--- src/rtl/divider_pkg.sv ---
// Shared constants, FSM state type and two's-complement helpers for the
// iterative restoring divider.
package divider_pkg;

  localparam int XLEN   = 64;
  localparam int ITER_D = 64;
  localparam int ITER_W = 32;
  localparam int CNT_W  = 7;

  typedef enum logic [1:0] {
    IDLE = 2'd0,
    BUSY = 2'd1,
    DONE = 2'd2
  } state_e;

  function automatic logic [XLEN-1:0] neg_x(input logic [XLEN-1:0] v);
    return (~v) + XLEN'(1);
  endfunction

  // Magnitude of v; the most-negative value maps to 2^(XLEN-1) as unsigned.
  function automatic logic [XLEN-1:0] abs_x(input logic [XLEN-1:0] v,
                                           input logic              is_signed);
    return (is_signed && v[XLEN-1]) ? neg_x(v) : v;
  endfunction

  function automatic logic [XLEN-1:0] sext32(input logic [31:0] v);
    return {{(XLEN-32){v[31]}}, v};
  endfunction

  function automatic logic [XLEN-1:0] zext32(input logic [31:0] v);
    return {{(XLEN-32){1'b0}}, v};
  endfunction

endpackage

--- src/rtl/divider.sv ---
// Iterative restoring divider: one quotient bit per cycle on operand
// magnitudes, signs and RISC-V special cases applied on the final iteration.
module divider
  import divider_pkg::*;
#(
  parameter int XLEN = 64
) (
  input  logic            clock,
  input  logic            reset,
  input  logic [XLEN-1:0] io_i_dividend,
  input  logic [XLEN-1:0] io_i_divisor,
  input  logic            io_i_div_valid,
  input  logic            io_i_divw,
  input  logic            io_i_div_signed,
  input  logic            io_i_flush,
  output logic            io_o_out_ready,
  output logic            io_o_out_valid,
  output logic [XLEN-1:0] io_o_quotient,
  output logic [XLEN-1:0] io_o_remainder
);

  state_e            state;
  logic [CNT_W-1:0]  cnt;
  logic              op_w;
  logic              neg_q;
  logic              neg_r;
  logic              div_zero;
  logic [XLEN-1:0]   dvs;
  logic [XLEN-1:0]   quo;
  logic [XLEN-1:0]   rem;
  logic [XLEN-1:0]   x_lat;
  logic              out_valid;
  logic [XLEN-1:0]   q_out;
  logic [XLEN-1:0]   r_out;

  logic [XLEN-1:0]   x_ext;
  logic [XLEN-1:0]   y_ext;
  logic [XLEN-1:0]   x_mag;
  logic [XLEN-1:0]   y_mag;

  logic [XLEN:0]     rem_sh;
  logic [XLEN:0]     diff;
  logic              take;
  logic [XLEN-1:0]   rem_nx;
  logic [XLEN-1:0]   quo_nx;
  logic [XLEN-1:0]   q_sgn;
  logic [XLEN-1:0]   r_sgn;
  logic [XLEN-1:0]   q_fin;
  logic [XLEN-1:0]   r_fin;

  assign io_o_out_ready = (state == IDLE);
  assign io_o_out_valid = out_valid;
  assign io_o_quotient  = q_out;
  assign io_o_remainder = r_out;

  // Operand conditioning at accept: word ops are narrowed to 32 bits and
  // re-extended so the sign and zero tests see the effective operand.
  always_comb begin
    if (io_i_divw) begin
      x_ext = io_i_div_signed ? sext32(io_i_dividend[31:0]) : zext32(io_i_dividend[31:0]);
      y_ext = io_i_div_signed ? sext32(io_i_divisor[31:0])  : zext32(io_i_divisor[31:0]);
    end else begin
      x_ext = io_i_dividend;
      y_ext = io_i_divisor;
    end
    x_mag = abs_x(x_ext, io_i_div_signed);
    y_mag = abs_x(y_ext, io_i_div_signed);
  end

  // One restoring step; rem_sh needs XLEN+1 bits because an unsigned divisor
  // can use the full XLEN range.
  always_comb begin
    rem_sh = {rem, quo[XLEN-1]};
    diff   = rem_sh - {1'b0, dvs};
    take   = ~diff[XLEN];
    rem_nx = take ? diff[XLEN-1:0] : rem_sh[XLEN-1:0];
    quo_nx = {quo[XLEN-2:0], take};
  end

  always_comb begin
    q_sgn = neg_q ? neg_x(quo_nx) : quo_nx;
    r_sgn = neg_r ? neg_x(rem_nx) : rem_nx;
    if (div_zero) begin
      q_fin = '1;
      r_fin = op_w ? sext32(x_lat[31:0]) : x_lat;
    end else if (op_w) begin
      q_fin = sext32(q_sgn[31:0]);
      r_fin = sext32(r_sgn[31:0]);
    end else begin
      q_fin = q_sgn;
      r_fin = r_sgn;
    end
  end

  always_ff @(posedge clock) begin
    if (reset) begin
      state     <= IDLE;
      cnt       <= '0;
      op_w      <= 1'b0;
      neg_q     <= 1'b0;
      neg_r     <= 1'b0;
      div_zero  <= 1'b0;
      dvs       <= '0;
      quo       <= '0;
      rem       <= '0;
      x_lat     <= '0;
      out_valid <= 1'b0;
      q_out     <= '0;
      r_out     <= '0;
    end else if (io_i_flush) begin
      state     <= IDLE;
      out_valid <= 1'b0;
    end else begin
      case (state)
        IDLE: begin
          out_valid <= 1'b0;
          if (io_i_div_valid) begin
            op_w     <= io_i_divw;
            neg_q    <= io_i_div_signed & (x_ext[XLEN-1] ^ y_ext[XLEN-1]);
            neg_r    <= io_i_div_signed & x_ext[XLEN-1];
            div_zero <= (y_ext == '0);
            x_lat    <= x_ext;
            dvs      <= y_mag;
            rem      <= '0;
            // Word ops start with the dividend in the upper half so that
            // 32 shifts leave the quotient in the low half.
            quo      <= io_i_divw ? {x_mag[31:0], 32'h0} : x_mag;
            cnt      <= io_i_divw ? CNT_W'(ITER_W) : CNT_W'(ITER_D);
            state    <= BUSY;
          end
        end
        BUSY: begin
          rem <= rem_nx;
          quo <= quo_nx;
          cnt <= cnt - CNT_W'(1);
          if (cnt == CNT_W'(1)) begin
            q_out     <= q_fin;
            r_out     <= r_fin;
            out_valid <= 1'b1;
            state     <= DONE;
          end
        end
        DONE: begin
          out_valid <= 1'b0;
          state     <= IDLE;
        end
        default: begin
          out_valid <= 1'b0;
          state     <= IDLE;
        end
      endcase
    end
  end

endmodule

--- config.mk ---
export PLATFORM = sky130hd
export DESIGN_NAME = divider
export DESIGN_NICKNAME = d
export VERILOG_FILES = /design/src/rtl/divider_pkg.sv /design/src/rtl/divider.sv
export SDC_FILE = /design/constraint.sdc
export NUM_CORES = 1
export LEC_CHECK = 0
export BUFFER_PORTS_ARGS = -buffer_cell sky130_fd_sc_hd__buf_4
export CORE_MARGIN = 2
export CORE_UTILIZATION = 45
export CTS_BUF_LIST = sky130_fd_sc_hd__clkbuf_8
export DETAILED_ROUTE_END_ITERATION = 16
export SLEW_MARGIN = 20
export SYNTH_ARGS = -nofsm -noshare
export SYNTH_HDL_FRONTEND = slang
export SYNTH_SLANG_ARGS = --single-unit
--- constraint.sdc ---
create_clock -name clock -period 7.9 [get_ports clock]
set_input_delay 1.58 -clock clock [delete_from_list [all_inputs] [get_ports clock]]
set_output_delay 1.58 -clock clock [all_outputs]
set_load 0.005 [all_outputs]
# [Yosys cells after proc, flatten, opt, wreduce, memory -nomap -nowiden]
# Cells that the tools add are included.
[totals] mem_bits_rw=0 ff_bits=398 romBits=0 latchBits=0 n_memories=0 elab_cells=69
[classes] addsub=6 mul=0 eq_ne=4 shifts=0 magnitude_cmp=0 bitwise=10 div_mod_pow=0 n_reduce_logical=11 n_mux=25
[op_table] operator="$mux 64" count=17
[op_table] operator="$add 64x1->64 const B" count=4
[op_table] operator="$not 64->64" count=4
[op_table] operator="$pmux 64 s2" count=2
[op_table] operator="$sub 65x64->65" count=1
[op_table] operator="$logic_not 64->1" count=1
[op_table] operator="$mux 7" count=2
[op_table] operator="$pmux 7 s2" count=1
[op_table] operator="$reduce_and 3->1" count=3
[op_table] operator="$eq 7x1->1 const B" count=1
[op_table] operator="$sub 7x1->7 const B" count=1
[op_table] operator="$mux 2" count=2
[op_table] operator="$ne 2x2->1 const B" count=2
[op_table] operator="$pmux 2 s2" count=1
[op_table] operator="$not 1->1" count=3
[op_table] operator="$reduce_or 3->1" count=1
[op_table] operator="$and 1x1->1" count=2
[op_table] operator="$eq 2x1->1 const B" count=1
[op_table] operator="$logic_and 1x1->1" count=2
[op_table] operator="$logic_not 2->1" count=1
[op_table] operator="$reduce_and 2->1" count=1
[op_table] operator="$reduce_bool 2->1" count=1
[op_table] operator="$reduce_or 2->1" count=1
[op_table] operator="$xor 1x1->1" count=1

# [Depth between registers and ports, before layout]
# Gate-level depths: netlist (run 1).
[logic_depth] depth_word=8 ltp_mapped=29 mapped_depth_nobuf=24

# [Worst setup path before layout (run 1)]
# No wires, ideal clock.
[synth_path] path_type="register -> register" from="reg quo[63]" to="reg q_out[60] (netlist: io_o_quotient[60])" stages_incl_launch_ff=29 setup_ns=0.078 period_less_slack_ns=6.915 arrival_ns=6.837 setup_slack_ns=0.985 cell_sequence="dfxtp_1 > inv_1 > ha_1 > fa_1 > nand2b_1 > a211oi_1 > a21oi_1 > o31ai_1 > and3_1 > o21a_1 > nor2_1 > inv_1 > buf_2 > buf_1 > clkbuf_1 > buf_1 > clkbuf_1 > ha_1 > nand3b_1 > or3_4 > or4_4 > inv_2 > nand2_4 > or4_4 > or4_4 > o31ai_4 > xnor2_1 > a21boi_1 > nor3_1"
[synth_between] elab_chain_cells=7
[synth_rtl] item="from (decl)" line_no="divider.sv:29" text="logic [XLEN-1:0] quo;"
[synth_rtl] item="from (signal assigned)" line_no="divider.sv:127" text="quo <= io_i_divw ? {x_mag[31:0], 32'h0} : x_mag;"
[synth_rtl] item="from (signal assigned)" line_no="divider.sv:134" text="quo <= quo_nx;"
[synth_rtl] item="$sub 65x64->65" line_no="divider.sv:74" text="diff = rem_sh - {1'b0, dvs};"
[synth_rtl] item="$not 1->1" line_no="divider.sv:75" text="take = ~diff[XLEN];"
[synth_rtl] item="$not 64->64" line_no="divider_pkg.sv:17" text="return (~v) + XLEN'(1);"
[synth_rtl] item="$add 64x1->64" line_no="divider_pkg.sv:17"
[synth_rtl] item="$mux 64" line_no="divider.sv:81" text="q_sgn = neg_q ? neg_x(quo_nx) : quo_nx;"
[synth_rtl] item="$mux 64" line_no="divider.sv:86" text="end else if (op_w) begin"
[synth_rtl] item="$mux 64" line_no="divider.sv:83" text="if (div_zero) begin"
[synth_rtl] item="to (signal assigned)" line_no="divider.sv:137" text="q_out <= q_fin;"
[synth_rtl] item="to (decl)" line_no="divider.sv:33" text="logic [XLEN-1:0] q_out;"
# Every way passes these cells.
# A chain may end at the register's enable or synchronous reset.

# [Final worst setup path (run 1)]
# Ends and elaborated chain as after synthesis.

==> results of run 1 <==
-- sequential cells by signal, indices dropped and copies added (netlist names) --
register / count
cnt: 7
div_zero: 1
dvs: 64
io_o_out_valid: 1
io_o_quotient: 64
io_o_remainder: 64
neg_q: 1
neg_r: 1
op_w: 1
quo: 64
rem: 64
state: 2
x_lat: 64
-- per-stage QoR --
step | utilization [%] | instance area, sq um | hold WS [ns] | power, W
floorplan | - | 27600 | 0.432 | 0.00289
global placement | 49.5 | 30000 | 0.441 | 0.00332
detailed placement | 49.6 | 30000 | 0.445 | 0.00332
CTS | 52.2 | 31500 | 0.452 | 0.00546
global route | 52.2 | 31600 | 0.465 | 0.00568
finish | 52.2 | 31600 | 0.450 | 0.00547
-- layout make-up --
| class | instances | area [sq um] | share of cell area, % |
|---|---|---|---|
| inverters | 106 | 398 | 1.26 |
| clock inverters | 39 | 278 | 0.880 |
| clock buffers | 94 | 1290 | 4.10 |
| diodes | 3 | 7.51 | 0.0238 |
| multi-input cells | 3022 | 18300 | 57.9 |
| repair buffers | 312 | 2360 | 7.49 |
| well taps | 782 | 978 | 3.10 |
| flip-flops and latches | 398 | 7970 | 25.3 |
-- how the worst max path moves through the flow --
stage	end	slack [ns]
detailed placement	io_o_quotient[60]	1.50
floorplan	io_o_quotient[60]	0.99
finish	io_o_quotient[60]	1.37
CTS	io_o_quotient[60]	1.49
global placement	io_o_quotient[60]	1.60
global route	io_o_remainder[60]	0.97
-- synthesized netlist by cell type (10+ instances only) --
cell | count | share of area, %
a2111oi_0 | 11 | 0.35
a211oi_1 | 98 | 2.7
a21boi_0 | 24 | 0.65
a21o_1 | 21 | 0.57
a21oi_1 | 322 | 5.8
a221oi_1 | 16 | 0.51
a222oi_1 | 28 | 1.0
a22o_1 | 10 | 0.32
a22oi_1 | 12 | 0.33
a311oi_1 | 30 | 0.95
a31oi_1 | 31 | 0.70
and2_1 | 16 | 0.36
and3_1 | 23 | 0.52
and4_1 | 11 | 0.35
buf_1 | 11 | 0.15
buf_2 | 12 | 0.22
clkbuf_1 | 233 | 3.2
dfxtp_1 | 398 | 29
ha_1 | 70 | 3.2
inv_1 | 104 | 1.4
mux2i_1 | 54 | 2.0
nand2_1 | 441 | 6.0
nand2b_1 | 23 | 0.52
nand3_1 | 42 | 0.76
nand3b_1 | 11 | 0.30
nand4_1 | 39 | 0.88
nor2_1 | 465 | 6.3
nor2b_1 | 18 | 0.41
nor3_1 | 168 | 3.0
nor3b_1 | 11 | 0.30
nor4_1 | 44 | 1.0
o2111ai_1 | 10 | 0.32
o211ai_1 | 30 | 0.82
o21a_1 | 36 | 0.98
o21ai_0 | 283 | 5.1
o21bai_1 | 10 | 0.27
o22ai_1 | 42 | 0.95
o31a_1 | 15 | 0.48
o31ai_1 | 62 | 1.7
o41ai_1 | 25 | 0.79
or2_2 | 21 | 0.48
or3_1 | 51 | 1.2
or4_1 | 29 | 0.79
xnor2_1 | 134 | 4.2
xor2_1 | 118 | 3.7
-- power by group through the flow --
stage | Combinational, W | Sequential [W] | Clock, W
4_1_cts | 0.00114 | 0.00214 | 0.00218
2_1_floorplan | 0.000736 | 0.00215 | 0
6_report | 0.00118 | 0.00214 | 0.00215
3_3_place_gp | 0.00115 | 0.00218 | 0
3_5_place_dp | 0.00114 | 0.00218 | 0
5_1_grt | 0.00126 | 0.00215 | 0.00228
-- kinds of logic (layout without fill, tap and decap cells) --
| kind of cell | count (synthesis) | count (layout) |
|---|---|---|
| flip-flops | 398 | 398 |
| AND/OR/NAND/NOR | 1450 | 1450 |
| multiplexers | 62 | 62 |
| AO/OA/AOI/OAI | 1187 | 1187 |
| adder cells (fa/ha/maj) | 71 | 71 |
| other | 0 | 3 |
| XOR/XNOR | 252 | 252 |
| buffers and inverters | 372 | 551 |
-- cell usage in the layout, fill, tap and decap left out, types with 16 or more instances in the layout --
cell type / instances
nor2_1: 460
nand2_1: 441
dfxtp_1: 396
a21oi_1: 321
buf_4: 310
o21ai_0: 282
nor3_1: 165
xnor2_1: 134
inv_1: 123
xor2_1: 118
a211oi_1: 98
clkbuf_8: 94
ha_1: 70
o31ai_1: 62
mux2i_1: 54
or3_1: 51
nor4_1: 44
nand3_1: 42
o22ai_1: 42
nand4_1: 39
o21a_1: 36
a31oi_1: 31
a311oi_1: 30
o211ai_1: 30
or4_1: 29
a222oi_1: 28
o41ai_1: 25
a21boi_0: 24
nand2b_1: 23
and3_1: 23
a21o_1: 21
or2_2: 21
nor2b_1: 17
a221oi_1: 16
-- routing by layer --
| layer | GRT usage [%] | vias to the layer above | part of all wire (%) | wire (microns) |
|---|---|---|---|---|
| met3 | 8.27 | 223 | 10 | 11800 |
| met1 | 50.4 | 14400 | 44 | 51600 |
| met5 | 0 | - | 0.022 | 26 |
| met2 | 55.1 | 1474 | 43 | 51300 |
| li1 | - | 14100 | - | - |
| met4 | 10.6 | 4 | 2.9 | 3390 |
-- worst reg2reg max path, cell delays in order (launching register included) --
cell and delay (ns):
dfxtp_1 0.39, inv_1 0.08, ha_1 0.20, fa_1 0.42, nand2b_1 0.19, a211oi_1 0.28, a21oi_1 0.20, o31ai_1 0.33
buf_4 0.21, and3_1 0.24, o21a_1 0.21, nor2_4 0.06, inv_2 0.21, ha_1 0.25, nand3b_1 0.35, or3_4 0.47
or4_4 0.45, inv_2 0.09, nand2_4 0.11, or4_4 0.62, or4_4 0.47, o31ai_4 0.19, xnor2_1 0.14, a21boi_1 0.08
nor3_1 0.19
==> impl_results.md, run 1 <==
- Crit start category: flip-flop
- Hold depth: 2
- Hold WC Path Type: flip-flop to flip-flop
- Sequential area share after synthesis: about 29%
- Max-Cap Viols: 0
- Logic pwr share: between 20% and 30%
- Slew Limit Fails: 0
- Post-route clock period utilization: between 80% and 90%
- Crit path depth: 24
- Worst Hold End: dvs[61]
- Sw Share: ~34%
- Post-layout min period: roughly 6.5 ns
- Initial antenna violation count: 6
- Synth Area in Compound Gates: between 20% and 30%
- Placed Cells: between 4,000 and 5,000
- Port bufs: 263
- Layout area overhead: 14.2%
- Share of cells above drive strength 1: between 10% and 20%
- Total power per unit cell area: between 150 and 200 nW/um^2
- Sw power: roughly 0.0018 W
- TritonCTS sink count: 398
- Kind of cell adding the most delay to the critical path: simple AND/OR/NAND/NOR gates
- Clock buffer depth: 3
- Final weighted congestion in routability-driven placement: 1.04
- First-pass GRT wire length: around 180,000 microns
- CTS H-Tree Depth: 3
- Largest net degree at the start of global routing: approximately 160
- Routed wire length: about 120,000 microns
- Slew Limit Headroom: between 10 and 15%
- CP Cell Sequence: inv_1 > ha_1 > fa_1 > nand2b_1 > a211oi_1 > a21oi_1 > o31ai_1 > buf_4 > and3_1 > o21a_1 > nor2_4 > inv_2 > ha_1 > nand3b_1 > or3_4 > or4_4 > inv_2 > nand2_4 > or4_4 > or4_4 > o31ai_4 > xnor2_1 > a21boi_1 > nor3_1
- Finished Layout Cells: roughly 4,800
- GRT Util Overall: a little over a third
- Tightest Pin Transition: roughly 1.3 ns
- Setup Buffers After CTS: 0
- Worst path most repeated cell: or4_4
- Critical Path Max Stage Delay: 0.62 ns
- Setup TNS: 0 ns
- Reg2reg end: io_o_quotient[60]
- Rows: 90
- Clock root cell: clkbuf_8
- CP required: ~8.5 ns
- Cell Area, Synth: 27,600 sq um
- Setup violators final: 0
- Peak VDD IR: 0.000124 V
- Status: completed
- Post-Syn Nets: 3,997
- Worst slack at placement: 1.50 ns
- Initial core utilization: between 40% and 50%
- Distinct cells, synth: 94
- Worst Setup SP: quo[63]
- Syn Area/Cell: between 7 and 8 sq um
- Number of synthesis warnings: 0
- CTS Buf Count: 74
- Final Hold Vio Count: 0
- Worst skew pair latency: around 0.7 ns
- Congestion Overflow GR: 0
- DPL Wire Length: approximately 90,000 microns
- Clk_skew: around 0.042 ns
- Simple-gate share of the synthesized area: between 20 and 25%
- Critical path class: flip-flop to flip-flop
- Post-route ant nets: 0
- Post-CTS resize count: 0
- HP Start: dvs[61]
- RSZ-0062 raised after global routing: false
- Die height: around 250 microns
- Most common flop cell mapped by yosys: dfxtp_1
- FMAX: 153 MHz
- Vias in the first global route: between 20,000 and 30,000
- Leak Pwr: 12.3 nW
- Post-CTS Hold Buffers: 0
- TritonRoute pass-1 iters: 8
- Post-synthesis cell count: 3,792
- CP max stage cell: or4_4
- Residual DRC: 0
- Fillers: 6,166
- DR vias: 30,200
- Final nets: 4,119
- CTS tree: done
- Yosys reg bits: approximately 400
- Iteration-0 DRC Markers: approximately 3,700
- Clock network power share: just under 40%
- XOR/XNOR Fraction of Synth Area: about 8.0%
- Reg2Reg Launch Point: quo[63]
- Cell internal pwr: roughly 0.0036 W
- Post-synthesis async set-or-reset flop share: 0%
- R2r setup slk: 1.37 ns
- Buffers & Inverters on Critical Path: 4
- Post-synth EDFFs: 0
- Die width: ~250 microns
- DR WL/cell: 24.8 microns
- Mux share of post-synthesis cell area: ~2.3%
- Die footprint: between 60,000 and 70,000 sq um
- Synth Area in Adders: under 10%
- Largest family of logic cells by synthesized area: compound AO/OA/AOI/OAI gates
- Crit path capture type: flip-flop
- Worst-path maximum fanout: 8
- Total core area: a little over 60,000 sq um
- Register clock-pin slew on the reported worst setup and hold paths: approximately 0.060 ns
- Boundary Pins: 264
- CP Data Arrival Time: around 7 ns
- Worst R2R Path Depth: 24
- Vias per std cell: ~6.3
- Seq pwr share: around two fifths
- Worst Setup Slack, final: ~1.4 ns
Note: power is estimated with default switching activity, not from simulation.
==> run 2, diff against run 1 <==
==> constraint.sdc (replaced) <==
create_clock -name clock -period 6.1 [get_ports clock]
set_input_delay 1.22 -clock clock [delete_from_list [all_inputs] [get_ports clock]]
set_output_delay 1.22 -clock clock [all_outputs]
set_load 0.005 [all_outputs]
==> impl_results.md, run 2 (synthesized netlist as in run 1, its figures left out) <==
- Most frequent cells in the layout: nor2_1 (460), nand2_1 (441), dfxtp_1 (396)
- Congestion Overflow GR: 0 (unchanged)
- Slew Limit Fails: 0 (unchanged)
- Fin area: 32,200 sq um (+1.9%)
- Setup violators final: 0 (unchanged)
- Cell Area, Placed: 30,600 sq um (+2.0%)
- Die footprint: 63,400 sq um (unchanged)
- CP max stage cell: or4_4
- DR WL/cell: 25.4 microns (+2.3%)
- R2r setup slk: 0.16 ns (-1.21 ns)
- Setup Buffers After CTS: 0 (unchanged)
- HP Start: dvs[53]
- Register clock-pin slew on the reported worst setup and hold paths: 0.06 ns (about the same)
- Critical path class: flip-flop to flip-flop
- Total core area: 60,500 sq um (unchanged)
- Post-route clock period utilization: 97.4% (+15 points)
- Layout area overhead: 16.4%
- CTS H-Tree Depth: 3 (unchanged)
- Boundary Pins: 264 (unchanged)
- Die height: 252 microns (unchanged)
- CTS tree: done
- Initial antenna violation count: 7 (+1)
- GRT Util Overall: 37.4% (+1.3 points)
- Final nets: 4,197 (+1.9%)
- Vias per std cell: 6.32 (-0.35%)
- Largest net degree at the start of global routing: 90 (-44%)
- Crit path capture type: flip-flop
- Worst skew pair latency: 0.69 ns (about the same)
- Tightest Pin Transition: 1.07 ns (-0.230 ns)
- CP Data Arrival Time: 6.54 ns (-0.59 ns)
- TritonCTS sink count: 398 (unchanged)
- Crit start category: flip-flop
- Peak VDD IR: 0.000149 V (+20%)
- Post-CTS Hold Buffers: 0 (unchanged)
- CP required: 6.70 ns (-1.79 ns)
- Clk_skew: 0.0320 ns (-0.0101 ns)
- Overall Power: 0.00719 W (+31%)
- Clock root cell: clkbuf_8
- Leak Pwr: 12.6 nW (+3.0%)
- Final Hold Vio Count: 0 (unchanged)
- Worst Hold End: dvs[53]
- Initial core utilization: 45.7% (unchanged)
- WHS: 0.450 ns (-0.0000450 ns)
- Fillers: 6,100 (-1.1%)
- Final weighted congestion in routability-driven placement: 1.08 (+4.0%)
- Critical Path Max Stage Delay: 0.63 ns (about the same)
- Worst-path maximum fanout: 10 (+2)
- First-pass GRT wire length: 180,000 microns (+2.9%)
- Commonest non-fill, non-tap cell in the layout: nor2_1
- TritonRoute pass-1 iters: 8 (unchanged)
- CTS Buf Count: 76 (+2.7%)
- Total power per unit cell area: 224 nW/um^2 (+29%)
- Post-layout min period: 5.94 ns (-0.591 ns)
- DR vias: 30,500 (+1.1%)
- Port bufs: 263 (unchanged)
- Worst Setup SP: dvs[23]
- Rows: 90 (unchanged)
- Setup TNS: 0 ns (unchanged)
- Slew Limit Headroom: 27.8% (+15 points)
- Hold WC Path Type: flip-flop to flip-flop
- Final core utilization: 53.2% (+1.0 points)
- Die width: 252 microns (unchanged)
- Routed wire length: 123,000 microns (+3.8%)
- RSZ-0062 raised after global routing: false
- Residual DRC: 0 (unchanged)
- DPL Wire Length: 94,200 microns (+4.4%)
- CP Cell Sequence: inv_1 > ha_1 > a21oi_1 > o21ai_1 > a21oi_1 > o21ai_0 > a2111o_1 > nor3_4 > nor2_4 > inv_2 > ha_1 > nand3b_1 > or3_4 > or4_4 > inv_2 > nand2_4 > or4_4 > or4_4 > o31ai_4 > xnor2_1 > a21boi_1 > nor3_1
- Clock buffer depth: 3 (unchanged)
- Status: completed
- Vias in the first global route: 27,900 (+1.9%)
- FMAX: 168 MHz (+10%)
- Reg2Reg Launch Point: dvs[23]
- Iteration-0 DRC Markers: 3,888 (+6.1%)
- Post-route ant nets: 0 (unchanged)
- Worst R2R Path Depth: 22 (-8.3%)
- Share of cells above drive strength 1: 14.2% (+1.8 points)
- Post-CTS resize count: 0 (unchanged)
- Reg2reg end: io_o_quotient[60]
- Hold depth: 2 (unchanged)
- Max-Cap Viols: 0 (unchanged)
- Worst path most repeated cell: or4_4
==> run 2: worst max-delay path by stage <==
stage               slack, ns  cells after the start                end
floorplan                0.05                     28  io_o_quotient[60]
global placement         0.33                     23  io_o_quotient[60]
detailed placement       0.26                     23  io_o_quotient[60]
CTS                      0.20                     23  io_o_quotient[60]
global route             0.01                     22  io_o_quotient[56]
finish                   0.16                     22  io_o_quotient[60]
==> run 2: worst max-delay path: cells and delay by family (launching register included) <==
kind / cells / cell delay (ns)
adders and majority gates: 2 / 0.63
and+or+nand+nor: 9 / 2.80
xor gates and xnor gates: 1 / 0.14
DFF: 1 / 0.34
buffers and inverters: 3 / 0.26
AOI/OAI and AO/OA: 7 / 1.66
==> run 2: stage by stage <==
step / cells / setup slack (ns)
after floorplan: 3792 / 0.0500
after global placement: 4696 / 0.331
after detailed placement: 4696 / 0.259
after CTS: 4826 / 0.198
after global routing: 4826 / 0.00952
final: 4827 / 0.157
==> run 2: layer usage <==
layer	share of wire (%)	GRT usage, %	vias up
met5	0.094	1.00	-
met4	3.6	12.3	6
met3	9.6	8.48	240
met2	43	57.6	1516
met1	43	51.5	14600
li1	-	-	14200
==> run 2: final cells by class <==
| cell class | count | area (sq um) | area share [%] |
|---|---|---|---|
| Inverter | 106 | 398 | 1.24 |
| Antenna cell | 1 | 2.50 | 0.00778 |
| Tap cell | 782 | 978 | 3.04 |
| Sequential cell | 398 | 7970 | 24.8 |
| Multi-Input combinational cell | 3022 | 18300 | 57.0 |
| Clock buffer | 92 | 1270 | 3.94 |
| Clock inverter | 38 | 294 | 0.914 |
| Timing Repair Buffer | 388 | 2930 | 9.12 |
==> run 2: power breakdown <==
part           internal [W]  total, W  leakage (nW)  switching (W)
registers           0.00268   0.00277          3.23      0.0000825
clock network       0.00154   0.00281         0.882        0.00127
logic              0.000538   0.00162          8.51        0.00108
